File: config.mk
export PLATFORM = sky130hd
export DESIGN_NAME = fft_frame_loader_flat
export DESIGN_NICKNAME = d
export VERILOG_FILES = /design/src/rtl/fft_pkg.sv /design/src/rtl/fft_frame_loader_if.sv /design/src/rtl/fft_frame_bank.sv /design/src/rtl/fft_frame_loader.sv /design/src/flat_wrapper.sv
export SDC_FILE = /design/constraint.sdc
export NUM_CORES = 1
export LEC_CHECK = 0
export BUFFER_PORTS_ARGS = -buffer_cell sky130_fd_sc_hd__buf_2
export CORE_ASPECT_RATIO = 1.75
export CORE_MARGIN = 2
export CORE_UTILIZATION = 40
export CTS_BUF_LIST = sky130_fd_sc_hd__clkbuf_16
export CTS_CLUSTER_DIAMETER = 60
export DETAILED_ROUTE_END_ITERATION = 16
export PLACE_DENSITY = 0.58
export SKIP_CTS_REPAIR_TIMING = 1
export SYNTH_ARGS = -nofsm -noshare
export SYNTH_HDL_FRONTEND = slang
export SYNTH_SLANG_ARGS = --single-unit
File: constraint.sdc
create_clock -name clk -period 3.57 [get_ports clk]
set_input_delay 0 -clock clk [delete_from_list [all_inputs] [get_ports clk]]
set_output_delay 0 -clock clk [all_outputs]
set_load 0.05 [all_outputs]
File: src/rtl/fft_pkg.sv
// Shared constants for the FFT front end.
// Frame geometry and datapath widths used by loader and FFT core.
package fft_pkg;
  localparam int DATA_W = 16;
  localparam int FFT_N  = 8;
  localparam int CNT_W  = 3;
  localparam int LOG2_N = 3;
  localparam int TW_W   = 16;
  localparam int FRM_W  = FFT_N * DATA_W;

  typedef enum logic {
    BANK_A = 1'b0,
    BANK_B = 1'b1
  } bank_e;
endpackage

File: src/rtl/fft_frame_loader_if.sv
// Sample-in / frame-out handshake bundle of the frame loader.
// master = producer/consumer side, slave = loader side.
interface fft_frame_loader_if #(
  parameter int DATA_W = 16,
  parameter int FFT_N  = 8
);
  logic                    in_valid;
  logic                    in_ready;
  logic [DATA_W-1:0]       in_real;
  logic [DATA_W-1:0]       in_imag;
  logic                    in_sof;
  logic                    frame_valid;
  logic                    frame_ready;
  logic [FFT_N*DATA_W-1:0] frame_real;
  logic [FFT_N*DATA_W-1:0] frame_imag;
  logic                    drop_err;

  modport master (
    output in_valid, in_real, in_imag, in_sof, frame_ready,
    input  in_ready, frame_valid, frame_real, frame_imag, drop_err
  );

  modport slave (
    input  in_valid, in_real, in_imag, in_sof, frame_ready,
    output in_ready, frame_valid, frame_real, frame_imag, drop_err
  );
endinterface

File: src/rtl/fft_frame_bank.sv
// One frame bank: FFT_N complex registers, slot-indexed write.
// Read side presents the whole frame packed, slot k at lane k.
module fft_frame_bank
  import fft_pkg::*;
#(
  parameter int DW = fft_pkg::DATA_W
) (
  input  logic               clk,
  input  logic               rst_n,
  input  logic               we,
  input  logic [CNT_W-1:0]   slot,
  input  logic [DW-1:0]      wr_real,
  input  logic [DW-1:0]      wr_imag,
  output logic [FFT_N*DW-1:0] rd_real,
  output logic [FFT_N*DW-1:0] rd_imag
);
  logic [DW-1:0] re_q [FFT_N];
  logic [DW-1:0] im_q [FFT_N];

  // sample storage, cleared on reset
  always_ff @(posedge clk or negedge rst_n) begin
    if (!rst_n) begin
      for (int k = 0; k < FFT_N; k++) begin
        re_q[k] <= '0;
        im_q[k] <= '0;
      end
    end else if (we) begin
      re_q[slot] <= wr_real;
      im_q[slot] <= wr_imag;
    end
  end

  // pack slots into the frame bus in natural order
  always_comb begin
    rd_real = '0;
    rd_imag = '0;
    for (int k = 0; k < FFT_N; k++) begin
      rd_real[k*DW +: DW] = re_q[k];
      rd_imag[k*DW +: DW] = im_q[k];
    end
  end
endmodule

File: src/rtl/fft_frame_loader.sv
// Ping-pong frame loader: collects FFT_N samples per bank and
// hands complete frames to the FFT while the other bank fills.
module fft_frame_loader
  import fft_pkg::*;
#(
  parameter int DATA_W = fft_pkg::DATA_W,
  parameter int FFT_N  = fft_pkg::FFT_N
) (
  input logic               clk,
  input logic               rst_n,
  fft_frame_loader_if.slave bus
);
  logic             wsel;
  logic             rsel;
  logic [1:0]       full;
  logic [CNT_W-1:0] cnt;
  logic             drop_q;
  logic             fire;
  logic             rel;
  logic             done;
  logic [CNT_W-1:0] slot;
  logic [FFT_N*DATA_W-1:0] re0, im0, re1, im1;

  assign bus.in_ready    = ~full[wsel];
  assign bus.frame_valid = full[rsel];
  assign bus.drop_err    = drop_q;

  assign fire = bus.in_valid & bus.in_ready;
  assign rel  = bus.frame_valid & bus.frame_ready;
  assign slot = bus.in_sof ? '0 : cnt;
  assign done = fire & (slot == CNT_W'(FFT_N - 1));

  assign bus.frame_real = rsel ? re1 : re0;
  assign bus.frame_imag = rsel ? im1 : im0;

  fft_frame_bank #(.DW(DATA_W)) u_bank0 (
    .clk     (clk),
    .rst_n   (rst_n),
    .we      (fire & (wsel == BANK_A)),
    .slot    (slot),
    .wr_real (bus.in_real),
    .wr_imag (bus.in_imag),
    .rd_real (re0),
    .rd_imag (im0)
  );

  fft_frame_bank #(.DW(DATA_W)) u_bank1 (
    .clk     (clk),
    .rst_n   (rst_n),
    .we      (fire & (wsel == BANK_B)),
    .slot    (slot),
    .wr_real (bus.in_real),
    .wr_imag (bus.in_imag),
    .rd_real (re1),
    .rd_imag (im1)
  );

  // bank bookkeeping; fill and release always hit different banks
  always_ff @(posedge clk or negedge rst_n) begin
    if (!rst_n) begin
      wsel   <= 1'b0;
      rsel   <= 1'b0;
      full   <= '0;
      cnt    <= '0;
      drop_q <= 1'b0;
    end else begin
      drop_q <= fire & bus.in_sof & (cnt != '0);
      if (fire)
        cnt <= slot + CNT_W'(1);
      if (rel) begin
        full[rsel] <= 1'b0;
        rsel       <= ~rsel;
      end
      if (done) begin
        full[wsel] <= 1'b1;
        wsel       <= ~wsel;
      end
    end
  end
endmodule
File: src/flat_wrapper.sv
// flat-port wrapper written by rule: the top's interface ports become plain ports
module fft_frame_loader_flat import fft_pkg::*;
#(
  parameter int DATA_W = fft_pkg::DATA_W,
  parameter int FFT_N  = fft_pkg::FFT_N
)
  (clk, rst_n, bus_in_valid, bus_in_real, bus_in_imag, bus_in_sof, bus_frame_ready, bus_in_ready, bus_frame_valid, bus_frame_real, bus_frame_imag, bus_drop_err);
  fft_frame_loader_if #(.DATA_W(DATA_W), .FFT_N(FFT_N)) bus_i ();
  input logic clk;
  input logic rst_n;
  input wire logic [$bits(bus_i.in_valid)-1:0] bus_in_valid;
  input wire logic [$bits(bus_i.in_real)-1:0] bus_in_real;
  input wire logic [$bits(bus_i.in_imag)-1:0] bus_in_imag;
  input wire logic [$bits(bus_i.in_sof)-1:0] bus_in_sof;
  input wire logic [$bits(bus_i.frame_ready)-1:0] bus_frame_ready;
  output wire logic [$bits(bus_i.in_ready)-1:0] bus_in_ready;
  output wire logic [$bits(bus_i.frame_valid)-1:0] bus_frame_valid;
  output wire logic [$bits(bus_i.frame_real)-1:0] bus_frame_real;
  output wire logic [$bits(bus_i.frame_imag)-1:0] bus_frame_imag;
  output wire logic [$bits(bus_i.drop_err)-1:0] bus_drop_err;
  assign bus_i.in_valid = bus_in_valid;
  assign bus_i.in_real = bus_in_real;
  assign bus_i.in_imag = bus_in_imag;
  assign bus_i.in_sof = bus_in_sof;
  assign bus_i.frame_ready = bus_frame_ready;
  assign bus_in_ready = bus_i.in_ready;
  assign bus_frame_valid = bus_i.frame_valid;
  assign bus_frame_real = bus_i.frame_real;
  assign bus_frame_imag = bus_i.frame_imag;
  assign bus_drop_err = bus_i.drop_err;
  fft_frame_loader #(.DATA_W(DATA_W), .FFT_N(FFT_N)) u_core (.clk(clk), .rst_n(rst_n), .bus(bus_i));
endmodule
==> run metrics <==
Combinational Power Share 43.7%; net count after synthesis 1490; net switching component of the power 10.1 mW; critical path arrival a little over 3000 ps; proportion of layout cells with a drive suffix above 1 65.3%; Die Span X ~180 µm; DRT met1 WL 24100 µm; via/cell ratio 5.25; setup repair after global routing missed its margin false; largest net degree at the start of global routing 103; post-synthesis sequential element count 520; initial core utilization 40.4%; Post-Place Cell Area between 20000 and 25000 µm²; most common cell in the synthesized netlist sky130_fd_sc_hd__mux2_2; final worst-path cycle share 72.5%; number of I/O port buffers 295; first-pass GRT wire length 89000 µm; Clock Latency Late Sink approximately 570 ps; All-Layer GR Usage 20.0%; beginning of the worst register-to-register path u_core.full[1]; hold wc startpoint bus_in_real[5]; worst hold path type in -> reg; Sw Share a little over two fifths; fraction of the yosys area taken by sequential cells about 57%; highest net fanout along the worst path 32; post-route minimum period 2590 ps; R2R setup slack 980 ps; fraction of post-synthesis cell area in the top cell type by area 57.4%; portion of total power attributed to the clock network 21.4%; Worst Hold Endpoint u_core.u_bank0.rd_real[53]; leading cell types by count after synthesis 732 x sky130_fd_sc_hd__mux2_2, 520 x sky130_fd_sc_hd__dfrtp_1, 64 x sky130_fd_sc_hd__buf_2, 36 x sky130_fd_sc_hd__clkbuf_1, 30 x sky130_fd_sc_hd__mux2_4; average cell area after synthesis roughly 16 µm²; Post-DRT Antenna Nets 0; Via Count around 13000; area of the die 58600 µm²; final core utilization 47.7%; Top Ports 296; clock tree sinks 520; Cells after Synth 1451; final WL ~60000 µm; Pwr Density slightly below 900 nW/µm²; Crit Reg-Reg Endpoint u_core.u_bank1.rd_imag[127]; cells on worst reg2reg path 3; dominant synthesized flop cell sky130_fd_sc_hd__dfrtp_1; count of final setup violators 0; TritonRoute pass-1 iters 4; area grow syn2layout 18.3%; critical path start-end classification reg -> reg; final-layout fill cell count 5000; # Max-Cap Violations 0; Design Area, Final 26800 µm²; number of antenna violations at the first check in global routing 0; type of destination of the critical path flop; Slew Viols, Final 0; # rows about 120; met2 wire length just over 30000 µm; EDFF count, synth 0; Critical Path Max Stage Delay 950 ps; number of buffers created by CTS 51; internal portion of total power 13.8 mW; die boundary height 319 µm; clock buffer depth 3; max-slew headroom at the worst pin between 30% and 40%; library cell used as clock root buffer sky130_fd_sc_hd__clkbuf_16; netlist area before placement 22700 µm²; IR Drop Worst-Case VDD 0.661 mV; number of remaining DRC errors 0; clock input transition at the sequential cells of the worst setup and hold paths 60 ps; slowest library cell on the worst path sky130_fd_sc_hd__and4_4; Placer Congestion between 0.7 and 0.8; H-tree depth 2; number of global-route vias before repair 13949; Setup TNS 0 ps; worst hold margin 14.5 ps; Worst Hold Depth 2; clock skew 19.2 ps; top area cells in the synthesized netlist sky130_fd_sc_hd__dfrtp_1 57%, sky130_fd_sc_hd__mux2_2 36%, sky130_fd_sc_hd__mux2_4 2.0%, sky130_fd_sc_hd__buf_2 1.4%, sky130_fd_sc_hd__clkbuf_1 0.60%; antenna diode count 0; total congestion overflow after global routing 0; pin slew with the least headroom to its limit 912 ps; initial DRC count 580; Final Net Count between 1500 and 2000; Ys Warns 0; Cell variety after synth 29; clock tree from TritonCTS done; placeable core region 56100 µm²; kind of launch point of the worst setup path flop; sequential share of power 34.9%; proportion of register bits with asynchronous set or reset after synthesis 100%; worst-path cell chain nor2b_1, and4_4, mux2_2; required time worst endpoint 4010 ps; peak clock frequency supported by timing 387 MHz; cell type with the largest total area after synthesis sky130_fd_sc_hd__dfrtp_1; LEAKAGE between 10 and 15 nW; count of endpoints failing hold in the final timing report 0; DP HPWL about 38000 µm; WL met3 around 2800 µm; Max Used Layer met4; average wire per cell in the routed design 23.6 µm; result of the run completed
==> cell type report <==
cell class	instances	area (µm²)	area share, %
Timing Repair Buffer	365	2220	8.29
Clock buffer	51	1280	4.76
Clock inverter	39	268	0.999
Inverter	1	3.75	0.0140
Tap cell	702	878	3.28
Multi-Input combinational cell	814	9130	34.1
Sequential cell	520	13000	48.6
==> sequential cells by signal (all words and copies together) (netlist names) <==
name	cells
u_core.u_bank1.rd_real	128
u_core.rsel	1
u_core.full	2
u_core.wsel	1
u_core.u_bank0.rd_imag	128
u_core.u_bank0.rd_real	128
u_core.bus.drop_err	1
u_core.cnt	3
u_core.u_bank1.rd_imag	128
==> kinds of logic (layout without fill, tap and decap cells) <==
family / after synthesis / count (layout) / synth area share, %
muxes: 771 / 771 / 38.8
DFF: 520 / 520 / 57.4
buffers and inverters: 117 / 456 / 2.51
and+or+nand+nor: 29 / 29 / 0.801
AOI/OAI and AO/OA: 12 / 12 / 0.342
adders and majority gates: 2 / 2 / 0.110
==> layer usage <==
metal,up-vias,track usage (%)
met4,0,5.10
met3,67,3.80
li1,5820,-
met2,263,36.0
met1,6935,24.5
met5,-,0
==> critical path: cells and delay by family, from the launching register on <==
kind             cells  cell delay [ps]
muxes                1              420
and+or+nand+nor      2             1590
DFF                  1              430
==> cell usage in the layout (no fill, tap or decap) <==
master,n
sky130_fd_sc_hd__dfrtp_1,519
sky130_fd_sc_hd__and3b_1,1
sky130_fd_sc_hd__a31oi_1,6
sky130_fd_sc_hd__inv_1,18
sky130_fd_sc_hd__nor3b_4,1
sky130_fd_sc_hd__inv_6,2
sky130_fd_sc_hd__dfrtp_4,1
sky130_fd_sc_hd__nand3_2,10
sky130_fd_sc_hd__mux2_2,732
sky130_fd_sc_hd__ha_1,2
sky130_fd_sc_hd__a32o_1,1
sky130_fd_sc_hd__and4_2,1
sky130_fd_sc_hd__nor3b_1,1
sky130_fd_sc_hd__dlygate4sd3_1,34
sky130_fd_sc_hd__o211ai_1,2
sky130_fd_sc_hd__o21ai_0,1
sky130_fd_sc_hd__nand4_1,2
sky130_fd_sc_hd__nand2_1,2
sky130_fd_sc_hd__nor3_1,1
sky130_fd_sc_hd__mux2_1,8
sky130_fd_sc_hd__nand2b_1,1
sky130_fd_sc_hd__and4_4,1
sky130_fd_sc_hd__buf_8,1
sky130_fd_sc_hd__buf_2,294
sky130_fd_sc_hd__clkinv_1,11
sky130_fd_sc_hd__clkbuf_16,51
sky130_fd_sc_hd__a21oi_1,2
sky130_fd_sc_hd__nor2b_1,6
sky130_fd_sc_hd__mux2_4,30
sky130_fd_sc_hd__mux2i_1,1
sky130_fd_sc_hd__buf_12,10
sky130_fd_sc_hd__nor2_1,2
sky130_fd_sc_hd__bufinv_16,4
sky130_fd_sc_hd__buf_4,26
sky130_fd_sc_hd__clkinv_2,5
==> power groups by stage <==
stage	clock network [mW]	logic, mW	registers, mW
final	5.11	10.4	8.36
after global routing	5.51	11.0	8.56
after CTS	5.27	10.6	8.35
after detailed placement	0	10.5	8.46
after global placement	0	10.5	8.34
after floorplan	0	8.44	8.14
==> per-stage QoR <==
| step | power (mW) | cells | setup WS (ps) |
|---|---|---|---|
| 3_3_place_gp | 18.8 | 2368 | 1060 |
| 5_1_grt | 25.0 | 2492 | 854 |
| 4_1_cts | 24.2 | 2458 | 954 |
| 3_5_place_dp | 19.0 | 2368 | 969 |
| 2_1_floorplan | 16.6 | 1451 | 1530 |
| 6_report | 23.9 | 2492 | 983 |
==> worst max path at each step <==
stage / start / end / slack, ps / cells after the start
3_5_place_dp: u_core.full[1] / u_core.u_bank1.rd_imag[127] / 970 / 3
4_1_cts: u_core.full[1] / u_core.u_bank1.rd_imag[127] / 950 / 3
2_1_floorplan: u_core.rsel / bus_frame_valid / 1530 / 4
5_1_grt: u_core.wsel / u_core.u_bank1.rd_imag[127] / 850 / 3
3_3_place_gp: u_core.wsel / u_core.u_bank1.rd_imag[127] / 1060 / 3
6_report: u_core.full[1] / u_core.u_bank1.rd_imag[127] / 980 / 3
No activity file was read; power rests on OpenSTA's default activity.
